==> config.mk <==
export PLATFORM = sky130hd
export DESIGN_NAME = uart_tx_arbiter
export DESIGN_NICKNAME = d
export VERILOG_FILES = /design/src/rtl/uart_tx_arbiter.sv
export SDC_FILE = /design/constraint.sdc
export NUM_CORES = 1
export LEC_CHECK = 0
export CAP_MARGIN = 10
export CORE_ASPECT_RATIO = 0.75
export CORE_MARGIN = 3
export CORE_UTILIZATION = 52
export CTS_CLUSTER_SIZE = 40
export DETAILED_ROUTE_END_ITERATION = 6
export PLACE_DENSITY = 0.92
export SYNTH_ARGS = -nofsm -noshare
export SYNTH_HDL_FRONTEND = slang
export SYNTH_SLANG_ARGS = --single-unit
==> constraint.sdc <==
create_clock -name clk -period 4.2 [get_ports clk]
set_clock_uncertainty 0.05 [all_clocks]
set_input_delay 0.42 -clock clk [delete_from_list [all_inputs] [get_ports clk]]
set_output_delay 0.42 -clock clk [all_outputs]
set_load 0.02 [all_outputs]
==> src/rtl/uart_tx_arbiter.sv <==
`default_nettype none
// ============================================================================
// Module   : uart_tx_arbiter
// Purpose  : Round-robin share of one UART TX core among three message sources;
//            latches a 1..MAX_BYTES message and streams it byte by byte.
// Revision : 1.0 - initial release
// ============================================================================
module uart_tx_arbiter #(
    parameter int MAX_BYTES  = 4,
    parameter int TX_TIMEOUT = 200000
) (
    input  logic                     clk,
    input  logic                     reset,
    input  logic [2:0]               req,
    input  logic [3*8*MAX_BYTES-1:0] msg_flat,
    input  logic [8:0]               len_flat,
    output logic [2:0]               ack,
    output logic [2:0]               done,
    output logic [2:0]               err,
    output logic                     busy,
    output logic                     tx_dv,
    output logic [7:0]               tx_byte,
    input  logic                     tx_ready,
    input  logic                     tx_done
);

    localparam int             MSG_W      = 8 * MAX_BYTES;
    localparam int             TW         = (TX_TIMEOUT > 1) ? $clog2(TX_TIMEOUT) : 1;
    localparam logic [TW-1:0]  TIMER_LAST = TW'(TX_TIMEOUT - 1);
    localparam logic [2:0]     MAX_LEN    = 3'(MAX_BYTES);

    typedef enum logic [1:0] {
        S_IDLE = 2'd0,
        S_SEND = 2'd1,
        S_WAIT = 2'd2,
        S_FIN  = 2'd3
    } state_t;

    state_t             state, state_nxt;
    logic [1:0]         rr, rr_nxt;
    logic [1:0]         owner, owner_nxt;
    logic [MSG_W-1:0]   shift, shift_nxt;
    logic [2:0]         cnt, cnt_nxt;
    logic [TW-1:0]      timer, timer_nxt;
    logic [2:0]         ack_nxt, done_nxt, err_nxt;
    logic               dv_nxt;
    logic [7:0]         byte_nxt;

    logic [1:0]         cand [3];
    logic               gnt_valid;
    logic [1:0]         gnt;
    logic [1:0]         rr_after;
    logic [MSG_W-1:0]   gnt_msg;
    logic [2:0]         gnt_len_raw;
    logic [2:0]         gnt_len;

    // Search order starts at rr so the last winner is always checked last.
    always_comb begin
        cand[0]   = rr;
        cand[1]   = (rr == 2'd2) ? 2'd0 : rr + 2'd1;
        cand[2]   = (rr == 2'd0) ? 2'd2 : rr - 2'd1;
        gnt_valid = 1'b0;
        gnt       = rr;
        for (int k = 0; k < 3; k++) begin
            if (!gnt_valid && req[cand[k]]) begin
                gnt_valid = 1'b1;
                gnt       = cand[k];
            end
        end
        rr_after    = (gnt == 2'd2) ? 2'd0 : gnt + 2'd1;
        gnt_msg     = msg_flat[int'(gnt)*MSG_W +: MSG_W];
        gnt_len_raw = len_flat[int'(gnt)*3 +: 3];
        gnt_len     = (gnt_len_raw > MAX_LEN) ? MAX_LEN : gnt_len_raw;
    end

    always_comb begin
        state_nxt = state;
        rr_nxt    = rr;
        owner_nxt = owner;
        shift_nxt = shift;
        cnt_nxt   = cnt;
        timer_nxt = timer;
        ack_nxt   = 3'b000;
        done_nxt  = 3'b000;
        err_nxt   = 3'b000;
        dv_nxt    = 1'b0;
        byte_nxt  = tx_byte;
        case (state)
            S_IDLE: begin
                if (gnt_valid) begin
                    ack_nxt   = 3'b001 << gnt;
                    shift_nxt = gnt_msg;
                    cnt_nxt   = gnt_len;
                    owner_nxt = gnt;
                    rr_nxt    = rr_after;
                    state_nxt = (gnt_len == 3'd0) ? S_FIN : S_SEND;
                end
            end
            S_SEND: begin
                if (tx_ready) begin
                    dv_nxt    = 1'b1;
                    byte_nxt  = shift[7:0];
                    shift_nxt = shift >> 8;
                    cnt_nxt   = cnt - 3'd1;
                    timer_nxt = '0;
                    state_nxt = S_WAIT;
                end
            end
            S_WAIT: begin
                timer_nxt = timer + TW'(1);
                // tx_done takes priority over a coincident timeout.
                if (tx_done) begin
                    state_nxt = (cnt == 3'd0) ? S_FIN : S_SEND;
                end else if (timer == TIMER_LAST) begin
                    err_nxt   = 3'b001 << owner;
                    shift_nxt = '0;
                    cnt_nxt   = 3'd0;
                    state_nxt = S_IDLE;
                end
            end
            S_FIN: begin
                done_nxt  = 3'b001 << owner;
                state_nxt = S_IDLE;
            end
            default: state_nxt = S_IDLE;
        endcase
    end

    always_ff @(posedge clk or negedge reset) begin
        if (!reset) begin
            state   <= S_IDLE;
            rr      <= 2'd0;
            owner   <= 2'd0;
            shift   <= '0;
            cnt     <= 3'd0;
            timer   <= '0;
            ack     <= 3'b000;
            done    <= 3'b000;
            err     <= 3'b000;
            tx_dv   <= 1'b0;
            tx_byte <= 8'h00;
        end else begin
            state   <= state_nxt;
            rr      <= rr_nxt;
            owner   <= owner_nxt;
            shift   <= shift_nxt;
            cnt     <= cnt_nxt;
            timer   <= timer_nxt;
            ack     <= ack_nxt;
            done    <= done_nxt;
            err     <= err_nxt;
            tx_dv   <= dv_nxt;
            tx_byte <= byte_nxt;
        end
    end

    assign busy = (state != S_IDLE);

endmodule
`default_nettype wire

======== After elaboration in Yosys (flattened, before gate mapping) ========
Index checks and enable logic that the tools add are counted.
word-level totals
  flip-flop bits (word level) ............. 77
  word-level logic and storage cells ...... 94
operators by class
  add/subtract/negate cells ............... 5
  multipliers ............................. 1
  order comparisons ....................... 4
  equal/unequal tests ..................... 11
  shifts and indexed selects .............. 4
  mux-type cells .......................... 42
  reduce and logical (&&, ||, !) cells .... 16
operator list
  operator               count
  $mux 32                4
  $pmux 32 s3            1
  $shiftx 96x8->32       1
  $pmux 18 s2            1
  $mux 3                 11
  $mux 2                 11
  $add 18x1->18 const B  1
  $eq 18x18->1 const B   1
  $mux 18                1
  $lt 2x3->1 const B     3
  $pmux 3 s3             1
  $shiftx 9x5->3         1
  $eq 2x2->1 const B     4
  $mux 1                 8
  $ne 2x2->1 const B     4
  $pmux 2 s4             1
  $bmux 1 s2             3
  $logic_not 3->1        2
  $reduce_and 2->1       3
  $shl 1x2->3 const A    2
  $reduce_and 5->1       1
  $add 2x1->2 const B    2
  $logic_not 2->1        2
  $mul 2x2->4 const B    1
  other kinds (10)       13

======== Depth between registers and ports, before layout ========
  depth in word-level cells ............... 17
  gate-level depth with buffers ........... 12
  mapped depth without buffers ............ 9

======== Worst setup path after synthesis ========
Ideal clock, no wire load.
  kind .................................... flip-flop to flip-flop
  from .................................... reg rr[0]
  to ...................................... reg cnt[0]
  setup time .............................. 0.066 ns
  arrival time ............................ 2.510 ns
  required time ........................... 4.084 ns
  setup slack ............................. 1.574 ns
  cell stages (with the launch flop) ...... 12
  buffers on the path ..................... 2
  clock period less this slack ............ 2.626 ns
  cells stage by stage .................... dfrtp_1 -> buf_4 -> inv_1 -> ha_1 -> mux2_4 -> a211o_1 -> o22a_4 -> o2bb2a_4 -> buf_6 -> nand2_1 -> a222oi_1 -> a221o_1
on the way
  word-level cells in the longest chain between the ends .. 15
  elaborated cells between the ends (all ways) .. 29
  those cells by class .................... add/sub (2); mul (1); order compare (1); eq/ne (2); shift (1); mux (16); reduce/logical (6)
ends and longest elaborated chain
  item                                                             RTL line  RTL
  from (decl)                                                      40        logic [1:0] rr, rr_nxt;
  from (signal assigned)                                           144       rr <= rr_nxt;
  $add 2x1->2, or another cell as far along                        60        cand[1] = (rr == 2'd2) ? 2'd0 : rr + 2'd1;
  $mux 2 or $mux 1 (tied branches)                                 60, 65
  $bmux 1 s2 or $mux 1 (tied branches)                             65        if (!gnt_valid && req[cand[k]]) begin
  $mux 1 (implied by the code) or $logic_not 1->1 (tied branches)  65
  $logic_and 1x1->1                                                65
  $mux 1                                                           65
  $logic_not 1->1                                                  65
  $logic_and 1x1->1                                                65
  $mux 2                                                           65
  $mul 2x2->4                                                      72        gnt_len_raw = len_flat[int'(gnt)*3 +: 3];
  $shiftx 9x5->3                                                   72
  $gt 3x3->1                                                       73        gnt_len = (gnt_len_raw > MAX_LEN) ? MAX_LEN : gnt_len_raw;
  $mux 3                                                           73
  $mux 3                                                           90        if (gnt_valid) begin
  $pmux 3 s3                                                       88        case (state)
  to (signal assigned)                                             147       cnt <= cnt_nxt;
  to (decl)                                                        43        logic [2:0] cnt, cnt_nxt;
Several ways; a longest one is shown, not always the timed one. The select of a mux whose other input is x is not followed.
A chain may end at the register's enable or synchronous reset.

======== Worst setup path after layout ========
Same ends and word-level chain as after synthesis.

==> qor.yml <==
status:
  status: "completed"
detailed_routing:
  ant_nets: 0
  vias: 4323
  viasPerCell: 5.88
  wl_per_cell_microns: 16.9
  drt_wl_total_mm: 12.4
  dr.pass1.iters: 5
  route.detailed.drc: 0
  drt_iter0_drc: 264
clock_tree:
  cts_repair_resize_count: 0
  cts.sink_count: 77
  clk_path_buf_depth: 2
  root_buffer: "clkbuf_16"
  postCtsHoldBufs: 0
  cts.clk_slew.worst_paths_ps: 60
  cts_tree: "yes"
  htree_num_levels: 3
  post_cts_buffers: 0
  cts_made_buffers: 9
  clock_latency_ps: 330
timing:
  period_share_pct: 79.4
  timing.fmax_mhz: 300
  rsz0062_at_grt: "false"
  tightest_slew_ps: 996
  finalCriticalPeriod_ps: 3330
  finalSetupViolCount: 0
  timing.final.hold_violations: 0
  slew_headroom_pct: 33.4
  slew_viol_final: 0
  setup_tns_ps: 0
setup_path:
  worstSetupPathType: "flip-flop to flip-flop"
  worst-r2r-cell-count: 9
  end_kind: "flip-flop"
  cp.required_ps: 4410
  cp-start-kind: "flip-flop"
  crit_arrival_ps: 3550
  path_max_fanout: 37
global_routing:
  track_usage_pct: 25.0
  grt_pass1_vias: 4301
  antenna_found_initial: 0
  grt_max_degree: 78
  grt_pass1_wl_mm: 20.3
  grt-ovfl-total: 0
pwr:
  swShare_pct: 44.8
  p_seq_share_pct: 24.1
  power.leakage_uw: 0.00263
  clkPwrFrac_pct: 15.7
  combPwrFrac_pct: 60.2
  vdd_drop_max_uv: 640
  power_uw: 4940
  p_sw_uw: 2220
  power-per-cell-area_mw_per_mm2: 793
  p_int_uw: 2730
synth:
  syn-num-nets: 630
  postSynthAreaPerCell_sq_um: 9.15
  ys_dominant_reg_cell: "dfrtp_1"
  seq_area_frac_synth_pct: 41.5
  synth.cell_area_sq_mm: 0.00464
  ys_async_sr_fraction_pct: 100
  synth-edff-count: 0
  synth_cell_types: 57
  synth_cells: 507
  yosys_warnings: 0
  ys_seq_elements: 77
placed_design:
  portBuffers: 130
  detailed_place_hpwl_mm: 8.88
  place.gp.congestion: 0.853
  post_dp_cell_area_sq_mm: 0.00594
final_layout:
  layout.cells.most_common_list: "clkdlybuf4s50_1, nand2_1, dfrtp_1"
  layout-drive-gt1-share_pct: 10.0
  nets: 745
  n_antenna_cell: 0
  multi_input_area_sq_mm: 0.00249
  syn2layout_area_growth_pct: 34.4
  stdcell_area_sq_mm: 0.00624
  final_common_cell: "clkdlybuf4s50_1"
  fill_cells: 602
  final-seq-area_sq_mm: 0.00193
hold_path:
  holdCritPathClass: "input port to async pin"
run:
  maxCapViolations: 0
floorplan:
  fp-row-count: 29
  die_x_microns: 115
  io_pins: 131
  core_area_sq_mm: 0.00856
  dieArea_sq_mm: 0.0101
  die_h_microns: 87.8
  start_util_pct: 54.2
## worst paths after layout
path,from,endpoint,slack [ps]
hold / removal,reset,timer[11]$_DFFE_PN0P_,190
max in group asynchronous,reset,timer[6]$_DFFE_PN0P_,3280
setup reg to reg,rr[0]$_DFFE_PN0P_,cnt[0]$_DFFE_PN0P_,870
min in group clk,owner[1]$_DFFE_PN0P_,done[0]$_DFF_PN0_,420
hold reg to reg,owner[1]$_DFFE_PN0P_,done[0]$_DFF_PN0_,420
setup / recovery,rr[0]$_DFFE_PN0P_,cnt[0]$_DFFE_PN0P_,870
## routing by layer
| layer | vias up | part of all wire (%) | global-route usage, % |
|---|---|---|---|
| met5 | - | 0 | 0 |
| met2 | 191 | 49 | 41.4 |
| met3 | 30 | 7.3 | 5.39 |
| li1 | 2037 | - | - |
| met1 | 2065 | 42 | 32.9 |
| met4 | 0 | 1.9 | 8.32 |
## logic make-up after synthesis
kind of cell,share of synthesized area (%)
AOI/OAI and AO/OA,19.4
buffers and inverters,4.75
muxes,10.8
adders and majority gates,2.97
DFF,41.5
and+or+nand+nor,17.9
xor gates and xnor gates,2.64
## cell usage after synthesis (2+ instances only)
library cell  number  area (sq um)
a21o_1             3          22.5
a21oi_1           57           285
a22o_1            10          87.6
a31oi_1           26           163
and2_1             5          31.3
and3_1             5          31.3
buf_2             11          55.1
buf_4              4          30.0
buf_6              4          45.0
clkbuf_1          12          45.0
dfrtp_1           77          1930
ha_1              11           138
inv_1             12          45.0
mux2_1             4          45.0
mux2_2            29           327
mux2i_1           10           100
nand2_1           98           368
nand2b_1           3          18.8
nand3_1            8          40.0
nand3b_1           5          37.5
nand4_1            4          25.0
nor2_1            25          93.8
nor2_4             2          22.5
nor3_1             8          40.0
nor3b_1            6          45.0
nor4bb_1           2          20.0
o21a_1             3          22.5
o21ai_0            9          45.0
o21ai_1            8          40.0
o31ai_1            4          30.0
o41ai_2            2          32.5
or2_2              2          12.5
or3_1              2          12.5
xnor2_1            6          52.6
xor2_1             8          70.1
## power groups by stage
stage / combinational, uW / clock, uW / sequential [uW]
final: 2980 / 776 / 1190
after global routing: 3270 / 813 / 1220
after CTS: 2950 / 783 / 1190
after detailed placement: 2910 / 0 / 1200
after global placement: 2800 / 0 / 1180
after floorplan: 2260 / 0 / 1200
## worst max-delay path: stages, from the launching register on
cell	delay (ps)
dfrtp_1	520
inv_1	140
ha_1	370
mux2_4	340
and2_1	170
o41ai_2	460
o2bb2a_4	470
nand2_1	100
a222oi_1	410
a221o_1	210
## sequential cells by signal, indices dropped and copies added (netlist names), 2 cells and up
name and cells:
shift 32, timer 18, tx_byte 8, ack 3
cnt 3, done 3, err 3, owner 2
rr 2, state 2
## cell type report
class | count | area share [%]
Timing Repair Buffer | 135 | 21.4
Clock inverter | 6 | 1.12
Inverter | 12 | 0.722
Tap cell | 108 | 2.17
Sequential cell | 77 | 30.9
Multi-Input combinational cell | 387 | 40.0
Clock buffer | 10 | 3.67
## metrics by stage
step / setup slack (ps) / hold slack [ps] / std cells / utilization (%)
after global routing: 719 / 281 / 735 / 72.8
after detailed placement: 914 / 414 / 719 / 69.3
after global placement: 1100 / 402 / 719 / 69.3
final: 865 / 185 / 735 / 72.8
after floorplan: 1570 / 74.4 / 507 / -
after CTS: 893 / 229 / 735 / 72.8
Note: power is estimated with default switching activity, not from simulation.
